[src/rtl/wb_rr_arbiter_pkg.sv]
// Shared types and helpers for the Wishbone round-robin arbiter.
// Optional feature macro used by the arbiter: WB_ARB_TIMEOUT_EN.
package wb_arb_pkg;

  typedef enum logic [0:0] {
    ARB_IDLE = 1'b0,
    ARB_OWN  = 1'b1
  } arb_state_e;

  // Low bit of master idx's lane inside a packed per-master bus of lane width w.
  function automatic int slice_lo(input int idx, input int width);
    return idx * width;
  endfunction

  // Wrap an index that may run up to 2n-2 back into 0..n-1.
  function automatic int wrap_idx(input int idx, input int n);
    return (idx >= n) ? idx - n : idx;
  endfunction

endpackage

[src/rtl/wb_rr_arbiter_if.sv]
// Bus bundle between NUM_MASTERS Wishbone B3 classic masters, the arbiter,
// and the single shared slave lane.
//
// Handshake: this is classic Wishbone. A master owns a cycle while m_cyc_i is
// high. A beat is offered while m_stb_i is high. The beat completes in the
// cycle where the slave raises ack (or err) while cyc and stb are both high.
// The arbiter adds no buffering. For the granted master, ack/err reach it in
// the same cycle the slave raises them. All other masters see ack=err=0.
interface wb_rr_arbiter_if #(
  parameter int NUM_MASTERS   = 4,
  parameter int WB_ADDR_WIDTH = 32,
  parameter int WB_DATA_WIDTH = 32
);
  localparam int N  = NUM_MASTERS;
  localparam int AW = WB_ADDR_WIDTH;
  localparam int DW = WB_DATA_WIDTH;
  localparam int SW = WB_DATA_WIDTH / 8;

  logic [N-1:0]    m_cyc_i;
  logic [N-1:0]    m_stb_i;
  logic [N-1:0]    m_we_i;
  logic [N*SW-1:0] m_sel_i;
  logic [N*AW-1:0] m_adr_i;
  logic [N*DW-1:0] m_dat_i;
  logic [DW-1:0]   m_dat_o;
  logic [N-1:0]    m_ack_o;
  logic [N-1:0]    m_err_o;

  logic            s_cyc_o;
  logic            s_stb_o;
  logic            s_we_o;
  logic [SW-1:0]   s_sel_o;
  logic [AW-1:0]   s_adr_o;
  logic [DW-1:0]   s_dat_o;
  logic [DW-1:0]   s_dat_i;
  logic            s_ack_i;
  logic            s_err_i;

  // The arbiter's view: it receives requests from the masters and drives the slave lane.
  modport slave (
    input  m_cyc_i, m_stb_i, m_we_i, m_sel_i, m_adr_i, m_dat_i,
    input  s_dat_i, s_ack_i, s_err_i,
    output m_dat_o, m_ack_o, m_err_o,
    output s_cyc_o, s_stb_o, s_we_o, s_sel_o, s_adr_o, s_dat_o
  );

  // The surrounding system's view: it models the masters and the slave.
  modport master (
    output m_cyc_i, m_stb_i, m_we_i, m_sel_i, m_adr_i, m_dat_i,
    output s_dat_i, s_ack_i, s_err_i,
    input  m_dat_o, m_ack_o, m_err_o,
    input  s_cyc_o, s_stb_o, s_we_o, s_sel_o, s_adr_o, s_dat_o
  );

endinterface

[src/rtl/wb_rr_arbiter_rr_prio_enc.sv]
// Combinational round-robin one-hot selector.
// The winner is the first requester at or after ptr, wrapping N-1 -> 0.
module rr_prio_enc
  import wb_arb_pkg::*;
#(
  parameter  int N  = 4,
  localparam int PW = (N > 1) ? $clog2(N) : 1
) (
  input  logic [N-1:0]  i_req,
  input  logic [PW-1:0] i_ptr,
  output logic [N-1:0]  o_gnt
);

  logic w_found;

  // Scan from the pointer upward; the first request seen wins.
  always_comb begin
    o_gnt   = '0;
    w_found = 1'b0;
    for (int i = 0; i < N; i++) begin
      if (!w_found && i_req[wrap_idx(int'(i_ptr) + i, N)]) begin
        o_gnt[wrap_idx(int'(i_ptr) + i, N)] = 1'b1;
        w_found = 1'b1;
      end
    end
  end

endmodule

[src/rtl/wb_rr_arbiter.sv]
// Round-robin arbiter that shares one Wishbone B3 classic slave lane among
// NUM_MASTERS masters. A grant is held for a master's whole cyc, so locked and
// back-to-back sequences complete atomically.
// Optional feature: define WB_ARB_TIMEOUT_EN to enable the hung-slave watchdog.
module wb_rr_arbiter
  import wb_arb_pkg::*;
#(
  parameter  int NUM_MASTERS    = 4,
  parameter  int WB_ADDR_WIDTH  = 32,
  parameter  int WB_DATA_WIDTH  = 32,
  parameter  int TIMEOUT_CYCLES = 255,
  localparam int N              = NUM_MASTERS,
  localparam int PW             = (NUM_MASTERS > 1) ? $clog2(NUM_MASTERS) : 1
) (
  input  logic              clk,
  input  logic              rst_i,
  wb_rr_arbiter_if.slave    bus,
  output logic [N-1:0]      grant_o,
  output arb_state_e        o_dbg_state
);

  localparam int AW = WB_ADDR_WIDTH;
  localparam int DW = WB_DATA_WIDTH;
  localparam int SW = WB_DATA_WIDTH / 8;

  arb_state_e    r_state;
  arb_state_e    w_state_nxt;
  logic [N-1:0]  r_grant;
  logic [N-1:0]  w_grant_nxt;
  logic [PW-1:0] r_gidx;
  logic [PW-1:0] w_gidx_nxt;
  logic [PW-1:0] r_ptr;
  logic [PW-1:0] w_ptr_nxt;
  logic [N-1:0]  w_enc_gnt;
  logic [PW-1:0] w_enc_idx;
  logic          w_own;
  logic          w_own_cyc;
  logic          w_own_stb;
  logic          w_stb_raw;
  logic          w_tmo_hit;

  assign w_own     = (r_state == ARB_OWN);
  assign w_own_cyc = bus.m_cyc_i[r_gidx];
  assign w_own_stb = bus.m_stb_i[r_gidx];

  rr_prio_enc #(.N(N)) u_prio_enc (
    .i_req (bus.m_cyc_i),
    .i_ptr (r_ptr),
    .o_gnt (w_enc_gnt)
  );

  // Binary index of the encoder's one-hot winner, used for the data muxes.
  always_comb begin
    w_enc_idx = '0;
    for (int i = 0; i < N; i++) begin
      if (w_enc_gnt[i]) w_enc_idx = PW'(i);
    end
  end

  // State, grant and priority-pointer registers.
  always_ff @(posedge clk) begin
    if (rst_i) begin
      r_state <= ARB_IDLE;
      r_grant <= '0;
      r_gidx  <= '0;
      r_ptr   <= '0;
    end else begin
      r_state <= w_state_nxt;
      r_grant <= w_grant_nxt;
      r_gidx  <= w_gidx_nxt;
      r_ptr   <= w_ptr_nxt;
    end
  end

  // Next-state logic. The grant is registered from IDLE and released when the
  // owner drops cyc. IDLE always lasts one full cycle, so there is no
  // same-cycle regrant.
  always_comb begin
    w_state_nxt = r_state;
    w_grant_nxt = r_grant;
    w_gidx_nxt  = r_gidx;
    w_ptr_nxt   = r_ptr;
    case (r_state)
      ARB_IDLE: begin
        if (|bus.m_cyc_i) begin
          w_state_nxt = ARB_OWN;
          w_grant_nxt = w_enc_gnt;
          w_gidx_nxt  = w_enc_idx;
        end
      end
      ARB_OWN: begin
        if (!w_own_cyc) begin
          w_state_nxt = ARB_IDLE;
          w_grant_nxt = '0;
          w_ptr_nxt   = (r_gidx == PW'(N - 1)) ? '0 : r_gidx + 1'b1;
        end
      end
      default: begin
        w_state_nxt = ARB_IDLE;
        w_grant_nxt = '0;
      end
    endcase
  end

  // Slave-lane mux and response routing; everything is quiet outside OWN.
  always_comb begin
    bus.s_cyc_o = 1'b0;
    w_stb_raw   = 1'b0;
    bus.s_we_o  = 1'b0;
    bus.s_sel_o = '0;
    bus.s_adr_o = '0;
    bus.s_dat_o = '0;
    bus.m_ack_o = '0;
    bus.m_err_o = '0;
    if (w_own) begin
      bus.s_cyc_o = w_own_cyc;
      w_stb_raw   = w_own_stb;
      bus.s_we_o  = bus.m_we_i[r_gidx];
      bus.s_sel_o = bus.m_sel_i[slice_lo(int'(r_gidx), SW) +: SW];
      bus.s_adr_o = bus.m_adr_i[slice_lo(int'(r_gidx), AW) +: AW];
      bus.s_dat_o = bus.m_dat_i[slice_lo(int'(r_gidx), DW) +: DW];
      bus.m_ack_o[r_gidx] = bus.s_ack_i & w_own_cyc & w_own_stb;
      bus.m_err_o[r_gidx] = (bus.s_err_i & w_own_cyc & w_own_stb) | w_tmo_hit;
    end
  end

  // The watchdog cycle takes stb away from the slave while the error is reported.
  assign bus.s_stb_o = w_stb_raw & ~w_tmo_hit;
  assign bus.m_dat_o = bus.s_dat_i;
  assign grant_o     = r_grant;
  assign o_dbg_state = r_state;

`ifdef WB_ARB_TIMEOUT_EN
  localparam int TW = ($clog2(TIMEOUT_CYCLES + 1) > 8) ? $clog2(TIMEOUT_CYCLES + 1) : 8;

  logic [TW-1:0] r_tmo;

  assign w_tmo_hit = w_own && (r_tmo == TW'(TIMEOUT_CYCLES));

  // Count stalled strobe cycles. Clear on any response, on expiry, or when not owning.
  always_ff @(posedge clk) begin
    if (rst_i || !w_own || w_tmo_hit || bus.s_ack_i || bus.s_err_i) begin
      r_tmo <= '0;
    end else if (w_stb_raw) begin
      r_tmo <= r_tmo + 1'b1;
    end
  end
`else
  // No watchdog: a hung slave keeps the grant. TIMEOUT_CYCLES is never negative,
  // so this compare is constant false.
  assign w_tmo_hit = (TIMEOUT_CYCLES < 0);
`endif

endmodule
[src/flat_wrapper.sv]
// flat-port wrapper written by rule: the top's interface ports become plain ports
module wb_rr_arbiter_flat import wb_arb_pkg::*;
#(
  parameter  int NUM_MASTERS    = 4,
  parameter  int WB_ADDR_WIDTH  = 32,
  parameter  int WB_DATA_WIDTH  = 32,
  parameter  int TIMEOUT_CYCLES = 255,
  localparam int N              = NUM_MASTERS,
  localparam int PW             = (NUM_MASTERS > 1) ? $clog2(NUM_MASTERS) : 1
)
  (clk, rst_i, grant_o, o_dbg_state, bus_m_cyc_i, bus_m_stb_i, bus_m_we_i, bus_m_sel_i, bus_m_adr_i, bus_m_dat_i, bus_s_dat_i, bus_s_ack_i, bus_s_err_i, bus_m_dat_o, bus_m_ack_o, bus_m_err_o, bus_s_cyc_o, bus_s_stb_o, bus_s_we_o, bus_s_sel_o, bus_s_adr_o, bus_s_dat_o);
  wb_rr_arbiter_if #(.NUM_MASTERS(NUM_MASTERS), .WB_ADDR_WIDTH(WB_ADDR_WIDTH), .WB_DATA_WIDTH(WB_DATA_WIDTH)) bus_i ();
  input  logic clk;
  input  logic rst_i;
  output logic [N-1:0] grant_o;
  output arb_state_e o_dbg_state;
  input wire logic [$bits(bus_i.m_cyc_i)-1:0] bus_m_cyc_i;
  input wire logic [$bits(bus_i.m_stb_i)-1:0] bus_m_stb_i;
  input wire logic [$bits(bus_i.m_we_i)-1:0] bus_m_we_i;
  input wire logic [$bits(bus_i.m_sel_i)-1:0] bus_m_sel_i;
  input wire logic [$bits(bus_i.m_adr_i)-1:0] bus_m_adr_i;
  input wire logic [$bits(bus_i.m_dat_i)-1:0] bus_m_dat_i;
  input wire logic [$bits(bus_i.s_dat_i)-1:0] bus_s_dat_i;
  input wire logic [$bits(bus_i.s_ack_i)-1:0] bus_s_ack_i;
  input wire logic [$bits(bus_i.s_err_i)-1:0] bus_s_err_i;
  output wire logic [$bits(bus_i.m_dat_o)-1:0] bus_m_dat_o;
  output wire logic [$bits(bus_i.m_ack_o)-1:0] bus_m_ack_o;
  output wire logic [$bits(bus_i.m_err_o)-1:0] bus_m_err_o;
  output wire logic [$bits(bus_i.s_cyc_o)-1:0] bus_s_cyc_o;
  output wire logic [$bits(bus_i.s_stb_o)-1:0] bus_s_stb_o;
  output wire logic [$bits(bus_i.s_we_o)-1:0] bus_s_we_o;
  output wire logic [$bits(bus_i.s_sel_o)-1:0] bus_s_sel_o;
  output wire logic [$bits(bus_i.s_adr_o)-1:0] bus_s_adr_o;
  output wire logic [$bits(bus_i.s_dat_o)-1:0] bus_s_dat_o;
  assign bus_i.m_cyc_i = bus_m_cyc_i;
  assign bus_i.m_stb_i = bus_m_stb_i;
  assign bus_i.m_we_i = bus_m_we_i;
  assign bus_i.m_sel_i = bus_m_sel_i;
  assign bus_i.m_adr_i = bus_m_adr_i;
  assign bus_i.m_dat_i = bus_m_dat_i;
  assign bus_i.s_dat_i = bus_s_dat_i;
  assign bus_i.s_ack_i = bus_s_ack_i;
  assign bus_i.s_err_i = bus_s_err_i;
  assign bus_m_dat_o = bus_i.m_dat_o;
  assign bus_m_ack_o = bus_i.m_ack_o;
  assign bus_m_err_o = bus_i.m_err_o;
  assign bus_s_cyc_o = bus_i.s_cyc_o;
  assign bus_s_stb_o = bus_i.s_stb_o;
  assign bus_s_we_o = bus_i.s_we_o;
  assign bus_s_sel_o = bus_i.s_sel_o;
  assign bus_s_adr_o = bus_i.s_adr_o;
  assign bus_s_dat_o = bus_i.s_dat_o;
  wb_rr_arbiter #(.NUM_MASTERS(NUM_MASTERS), .WB_ADDR_WIDTH(WB_ADDR_WIDTH), .WB_DATA_WIDTH(WB_DATA_WIDTH), .TIMEOUT_CYCLES(TIMEOUT_CYCLES)) u_core (.clk(clk), .rst_i(rst_i), .bus(bus_i), .grant_o(grant_o), .o_dbg_state(o_dbg_state));
endmodule
[config.mk]
export PLATFORM = sky130hd
export DESIGN_NAME = wb_rr_arbiter_flat
export DESIGN_NICKNAME = d
export VERILOG_FILES = /design/src/rtl/wb_rr_arbiter_pkg.sv /design/src/rtl/wb_rr_arbiter_if.sv /design/src/rtl/wb_rr_arbiter_rr_prio_enc.sv /design/src/rtl/wb_rr_arbiter.sv /design/src/flat_wrapper.sv
export SDC_FILE = /design/constraint.sdc
export NUM_CORES = 1
export LEC_CHECK = 0
export BUFFER_PORTS_ARGS = -buffer_cell sky130_fd_sc_hd__buf_2
export CAP_MARGIN = 20
export CORE_AREA = 3 3 170 172
export DETAILED_ROUTE_END_ITERATION = 10
export DIE_AREA = 0 0 173 175
export HOLD_SLACK_MARGIN = 0.05
export PLACE_DENSITY = 0.47
export SETUP_SLACK_MARGIN = 0.05
export SYNTH_ARGS = -nofsm -noshare
export SYNTH_HDL_FRONTEND = slang
export SYNTH_SLANG_ARGS = --single-unit
[constraint.sdc]
create_clock -name clk -period 2.6 [get_ports clk]
set_clock_uncertainty 0.05 [all_clocks]
set_input_delay 0.26 -clock clk [delete_from_list [all_inputs] [get_ports clk]]
set_output_delay 0.26 -clock clk [all_outputs]
set_load 0.02 [all_outputs]
==> impl_metrics.csv, run 1 <==
group,metric,value,unit
sta,setup_viol,0,
layout,layout_commonest_cell,"buf_2",
power_and_ir_drop,irDropWorstVdd,210.3,uV
synth,netlist.area_leader.share,49.75,%
power_and_ir_drop,p_leak,2.593,nW
clock_network,cts_htree_levels,1,
synth,ys_seq_elements,9,
layout,final_area,0.005411,mm^2
critical_path,r2r-end,"u_core.r_gidx[1]",
floorplanning,rows,61,
critical_path,r2r_start,"u_core.r_ptr[1]",
critical_path,slowest_stage,"a2111o_1",
sta,min_period,2.377,ns
placed_design,dp_hpwl,14.12,mm
critical_path,critPathKind,"reg2reg",
synth,syn_area,0.003214,mm^2
hold_path,hp-start,"rst_i",
placed_design,gp_congestion,0.7787,
floorplanning,die_height,175,um
synth,synth_area_leaders,"mux4_2 50%, and2_1 14%, buf_4 7.5%",
layout,drive_gt1_share,74.88,%
drt,vias,3865,
power_and_ir_drop,total_power,2.177,mW
clock_network,clock-root-buffer,"clkbuf_16",
sta,setup_tns,0,ns
synth,synthFlopType,"dfxtp_1",
synth,synth_nets,625,
synth,yosys_warnings,0,
synth,synth_cell_types,38,
sta,relSlewSlack,72.52,%
global_routing,grt_pass1_wl,22.87,mm
synth,synth_edf_count,0,
synth,synth_area_per_cell,10.90,um^2
hold_path,hold_path_class,"in2reg",
critical_path,rr_worst_depth,8,
drt,drt_iter0_drc,149,
global_routing,track_usage,9.514,%
placed_design,portBuffers,371,
critical_path,crit_end,"u_core.r_gidx[1]",
clock_network,clk_pin_slew_worst_paths,0.04,ns
floorplanning,core,0.02763,mm^2
drt,wl,15.90,mm
floorplanning,pin_count,436,
drt,wire_per_inst,15.90,um
layout,multi_input_area,0.002666,mm^2
drt,drc,0,
critical_path,r2r_slack,0.22,ns
placed_design,dpl_cell_area,0.005315,mm^2
synth,synthArstFlopShare,0,%
drt,ant_nets,0,
critical_path,arrival,2.46,ns
global_routing,antenna_found_initial,2,
critical_path,worstPathRequired,2.69,ns
layout,n_fill_cell,3112,
clock_network,clock_path_buffers,2,
flow_run,cap_violations,0,
critical_path,max_stage_delay,0.42,ns
synth,syn_inst,295,
sta,fmax,0.4208,GHz
clock_network,clk_latency,0.23,ns
layout,ff_latch_area,190.2,um^2
synth,ys_seq_area_share,5.605,%
critical_path,worstSetupStartpointType,"register",
layout,utilization,19.59,%
floorplanning,start_util,11.63,%
critical_path,worst_setup_path_end_kind,"register",
sta,fin_crit_sh,91.41,%
floorplanning,die-area,0.03028,mm^2
sta,hold_viol,0,
drt,drtPass1Iterations,4,
global_routing,grt_pass1_vias,3883,
layout,final_cell_mix,"371 x buf_2, 71 x mux4_2, 71 x and2_1",
synth,synth.largest_area_cell,"mux4_2",
global_routing,grt_overflow_total,0,
power_and_ir_drop,p_per_area,402.2,mW/mm^2
critical_path,critPathLaunch,"u_core.r_ptr[1]",
layout,area_delta_synth_final,68.35,%
layout,finalNetCount,952,
global_routing,grt_max_degree,39,
drt,via_per_inst,3.865,
clock_network,cts_tree,"done",
critical_path,cp_max_fo,6,
clock_network,cts_buffers,3,
sta,worstMarginPinSlew,0.4122,ns
critical_path,critPathMostFrequentCell,"a221oi_2",
floorplanning,die_x,173,um
sta,whs,0.2932,ns
critical_path,cp_cell_sequence,"inv_1 > ha_1 > or3b_1 > a2111o_1 > nand3_2 > a221oi_2 > buf_4 > a221oi_2",
outcome,status,"complete, no violations",
sta,rsz0062_at_grt,"no",
clock_network,cts_num_sinks,9,
sta,drv_slew,0,
[metal layers]
layer / GRT usage, % / vias up / routed length, um
met5: 0 / - / 0
li1: - / 1762 / -
met3: 2.390 / 15 / 1510
met1: 12.61 / 1826 / 6610
met4: 1.588 / 0 / 199
met2: 15.93 / 262 / 7579
[logic make-up (layout without fill, tap and decap cells)]
logic type / Yosys count / after routing / synth area share (%)
AOI/OAI and AO/OA: 20 / 20 / 4.943
adders and majority gates: 10 / 10 / 3.893
buffers and inverters: 65 / 391 / 11.64
DFF: 9 / 9 / 5.605
muxes: 75 / 75 / 52.51
other: 0 / 1 / 0
and+or+nand+nor: 116 / 116 / 21.41
[sequential cells by signal (all words and copies together), names as in the netlist]
register	count
u_core.r_ptr	2
u_core.grant_o	4
u_core.o_dbg_state	1
u_core.r_gidx	2
[layout make-up]
type | count | share of cell area [%]
sequential | 9 | 3.514
timing repair buffer | 380 | 36.49
tap | 378 | 8.740
clock buffer | 4 | 1.457
multi-input combinational | 221 | 49.27
antenna | 1 | 0.04624
inverter | 7 | 0.4855
[synth_stat cells, types with 2 or more instances]
master and count:
a2111o_1 2, a21o_1 2, a21oi_1 5, a221oi_2 2, and2_1 71, buf_2 8, buf_4 32, clkbuf_1 17
dfxtp_1 9, ha_1 10, inv_1 7, mux4_1 3, mux4_2 71, nand2_1 13, nand2b_1 4, nand3b_1 2
nand4b_1 2, nor2_1 12, nor3_1 3, o31ai_1 2
[stage by stage]
step                      worst slack (ns)  cells
after floorplan                     0.2237    295
after global placement              0.1391    994
after detailed placement            0.1140    994
after CTS                          0.08161    998
after global routing               0.05374   1000
final                               0.2234   1000
[worst max-delay path: cells and delay by family (launching register included)]
kind | cells | cell delay (ns)
AO/OA/AOI/OAI | 3 | 0.71
adder cells (fa/ha/maj) | 1 | 0.35
buffers and inverters | 2 | 0.25
flip-flops | 1 | 0.37
AND/OR/NAND/NOR | 2 | 0.54
[where the power goes]
part / switching, mW / internal [mW] / leakage (nW)
clock network: 0.0676 / 0.205 / 0.0382
registers: 0.0443 / 0.162 / 0.0760
logic: 0.810 / 0.888 / 2.48
total: 0.922 / 1.26 / 2.59
[how the worst min path moves through the flow]
stage / endpoint / slack [ns] / depth (start not counted)
finish: u_core.r_gidx[1] / 0.29 / 2
global placement: u_core.grant_o[1] / 0.46 / 2
detailed placement: u_core.grant_o[1] / 0.44 / 2
CTS: u_core.r_gidx[1] / 0.30 / 2
global route: u_core.r_gidx[1] / 0.31 / 2
floorplan: u_core.r_gidx[0] / 0.41 / 2
[timing repair]
action                                  4_1_cts  5_1_grt
buffers inserted                              0        1
hold buffers                                  0        0
gates resized for setup                       0        2
endpoints found under the setup margin        0        5
hold endpoints to repair                      0        0
Power figures use the tool's default switching activity.
==> run 2, diff against run 1 <==
--- a/config.mk
+++ b/config.mk
@@ -7,9 +7,9 @@
 export LEC_CHECK = 0
 export BUFFER_PORTS_ARGS = -buffer_cell sky130_fd_sc_hd__buf_2
 export CAP_MARGIN = 20
-export CORE_AREA = 3 3 170 172
+export CORE_AREA = 2 2 169 171
 export DETAILED_ROUTE_END_ITERATION = 10
-export DIE_AREA = 0 0 173 175
+export DIE_AREA = 0 0 171 173
 export HOLD_SLACK_MARGIN = 0.05
 export PLACE_DENSITY = 0.47
 export SETUP_SLACK_MARGIN = 0.05
==> run 2 against run 1 <==
Net effect: utilization is 0.063 points lower; register-to-register slack worse by 0.05 ns; sequential power is 7% lower; total power fell by 0.57%; combinational power about the same; sequential share of layout area hardly changed; die area shrank 2.3%; via count decreased by 0.88%; fmax fell by 2.0%; routed wire length grew 1.4%; count of clock-buffer cells in the layout did not move; worst setup slack worse by 0.050 ns; critical endpoint unchanged; largest power group unchanged.
==> impl_metrics.csv, run 2 (synthesis gave the netlist of run 1 again) <==
group,metric,value,unit
flow_run,cap_violations,0,
global_routing,grt_overflow_total,0,
critical_path,critPathLaunch,"u_core.r_ptr[1]",
critical_path,cp_max_fo,6,
drt,ant_nets,0,
layout,final_area,0.005394,mm^2
clock_network,postCtsHoldBufs,0,
critical_path,critPathKind,"reg2reg",
power_and_ir_drop,p_per_area,401.2,mW/mm^2
layout,area_delta_synth_final,67.81,%
layout,final_cell_mix,"371 x buf_2, 72 x mux4_2, 71 x and2_1",
sta,drv_slew,0,
floorplanning,rows,61,
placed_design,dpl_cell_area,0.005303,mm^2
critical_path,worstSetupStartpointType,"register",
clock_network,clock_path_buffers,2,
power_and_ir_drop,p_leak,2.586,nW
layout,layout_commonest_cell,"buf_2",
clock_network,cts_tree,"done",
clock_network,clk_pin_slew_worst_paths,0.04,ns
hold_path,hold_path_class,"in2reg",
drt,drtPass1Iterations,4,
critical_path,arrival,2.52,ns
global_routing,grt_pass1_vias,3964,
global_routing,track_usage,10.11,%
critical_path,worst_setup_path_end_kind,"register",
sta,whs,0.2762,ns
drt,wire_per_inst,16.12,um
critical_path,worstPathRequired,2.69,ns
layout,n_fill_cell,3125,
critical_path,r2r_start,"u_core.r_ptr[1]",
drt,vias,3831,
floorplanning,die_x,171,um
global_routing,grt_pass1_wl,23.16,mm
sta,min_period,2.426,ns
placed_design,gp_congestion,0.9175,
layout,finalNetCount,952,
floorplanning,pin_count,436,
drt,via_per_inst,3.831,
layout,fin_cells,1000,
drt,drc,0,
floorplanning,die_height,173,um
power_and_ir_drop,total_power,2.164,mW
critical_path,rr_worst_depth,8,
sta,fin_crit_sh,93.31,%
floorplanning,core,0.02763,mm^2
sta,hold_viol,0,
clock_network,cts_htree_levels,1,
critical_path,crit_end,"u_core.r_gidx[1]",
critical_path,r2r-end,"u_core.r_gidx[1]",
layout,drive_gt1_share,74.88,%
sta,setup_viol,0,
layout,largest_register_ffs,4,
placed_design,dpl.cell_count,994,
power_and_ir_drop,irDropWorstVdd,163.9,uV
drt,wl,16.12,mm
sta,setup_tns,0,ns
sta,worstMarginPinSlew,0.4820,ns
sta,fmax,0.4122,GHz
outcome,status,"complete, no violations",
placed_design,dp_hpwl,14.13,mm
sta,relSlewSlack,67.86,%
floorplanning,start_util,11.63,%
sta,rsz0062_at_grt,"no",
critical_path,r2r_slack,0.17,ns
clock_network,clock-root-buffer,"clkbuf_16",
global_routing,antenna_found_initial,2,
clock_network,clk_latency,0.23,ns
clock_network,cts_num_sinks,9,
global_routing,grt_max_degree,39,
floorplanning,die-area,0.02958,mm^2
drt,drt_iter0_drc,128,
placed_design,portBuffers,371,
clock_network,cts_buffers,3,
## run 2: changes by cell type in the layout (fill, tap and decap cells not counted)
cell     before  now
mux4_1        3    2
buf_12        4    3
mux4_2       71   72
buf_4         5    6
dfxtp_1       5    6
dfxtp_2       2    1
## run 2: how the worst min path moves through the flow
stage	from	endpoint	depth (start not counted)
2_1_floorplan	rst_i	u_core.r_gidx[0]	2
3_3_place_gp	u_core.grant_o[1]	u_core.grant_o[1]	2
3_5_place_dp	u_core.grant_o[1]	u_core.grant_o[1]	2
4_1_cts	rst_i	u_core.r_gidx[1]	2
5_1_grt	rst_i	u_core.r_gidx[1]	2
6_report	rst_i	u_core.r_gidx[1]	2
## run 2: metal layers
layer / GRT usage (%) / routed length [um]
met5: 0 / 27
met4: 0.6709 / 59
met3: 1.991 / 1417
met2: 17.81 / 7841
met1: 13.25 / 6774
## run 2: where the power goes
part           switching, mW  total [mW]  leakage (nW)  internal, mW
Combinational          0.821        1.70          2.47         0.882
Clock                 0.0639       0.269        0.0382         0.205
Sequential            0.0310       0.193        0.0755         0.162
Total                  0.915        2.16          2.59          1.25
## run 2: layout make-up
| cell class | instances | area [um^2] | share of cell area (%) |
|---|---|---|---|
| Multi-Input combinational cell | 221 | 2663 | 49.36 |
| Inverter | 7 | 26.28 | 0.4871 |
| Sequential cell | 9 | 188.9 | 3.503 |
| Timing Repair Buffer | 380 | 1962 | 36.37 |
| Tap cell | 378 | 473.0 | 8.768 |
| Clock buffer | 4 | 78.83 | 1.461 |
| Antenna cell | 1 | 2.502 | 0.04639 |
## run 2: timing repair
| item | in CTS | in global routing |
|---|---|---|
| gates resized for setup | 0 | 2 |
| hold endpoints to repair | 0 | 0 |
| buffers inserted | 0 | 1 |
| endpoints found under the setup margin | 0 | 5 |
## run 2: critical path, cell delays in order, from the launching register on
cell      delay, ns
dfxtp_1        0.41
inv_1          0.13
ha_1           0.37
or3b_1         0.39
a2111o_1       0.42
nand3_2        0.15
a221oi_2       0.08
buf_4          0.15
a221oi_2       0.19
## run 2: metrics by stage
| stage | setup slack [ns] | util [%] |
|---|---|---|
| 6_report | 0.1738 | 19.52 |
| 3_5_place_dp | 0.09794 | 19.19 |
| 5_1_grt | 0.04757 | 19.51 |
| 4_1_cts | 0.09770 | 19.48 |
| 3_3_place_gp | 0.1306 | 19.19 |
| 2_1_floorplan | 0.2237 | - |
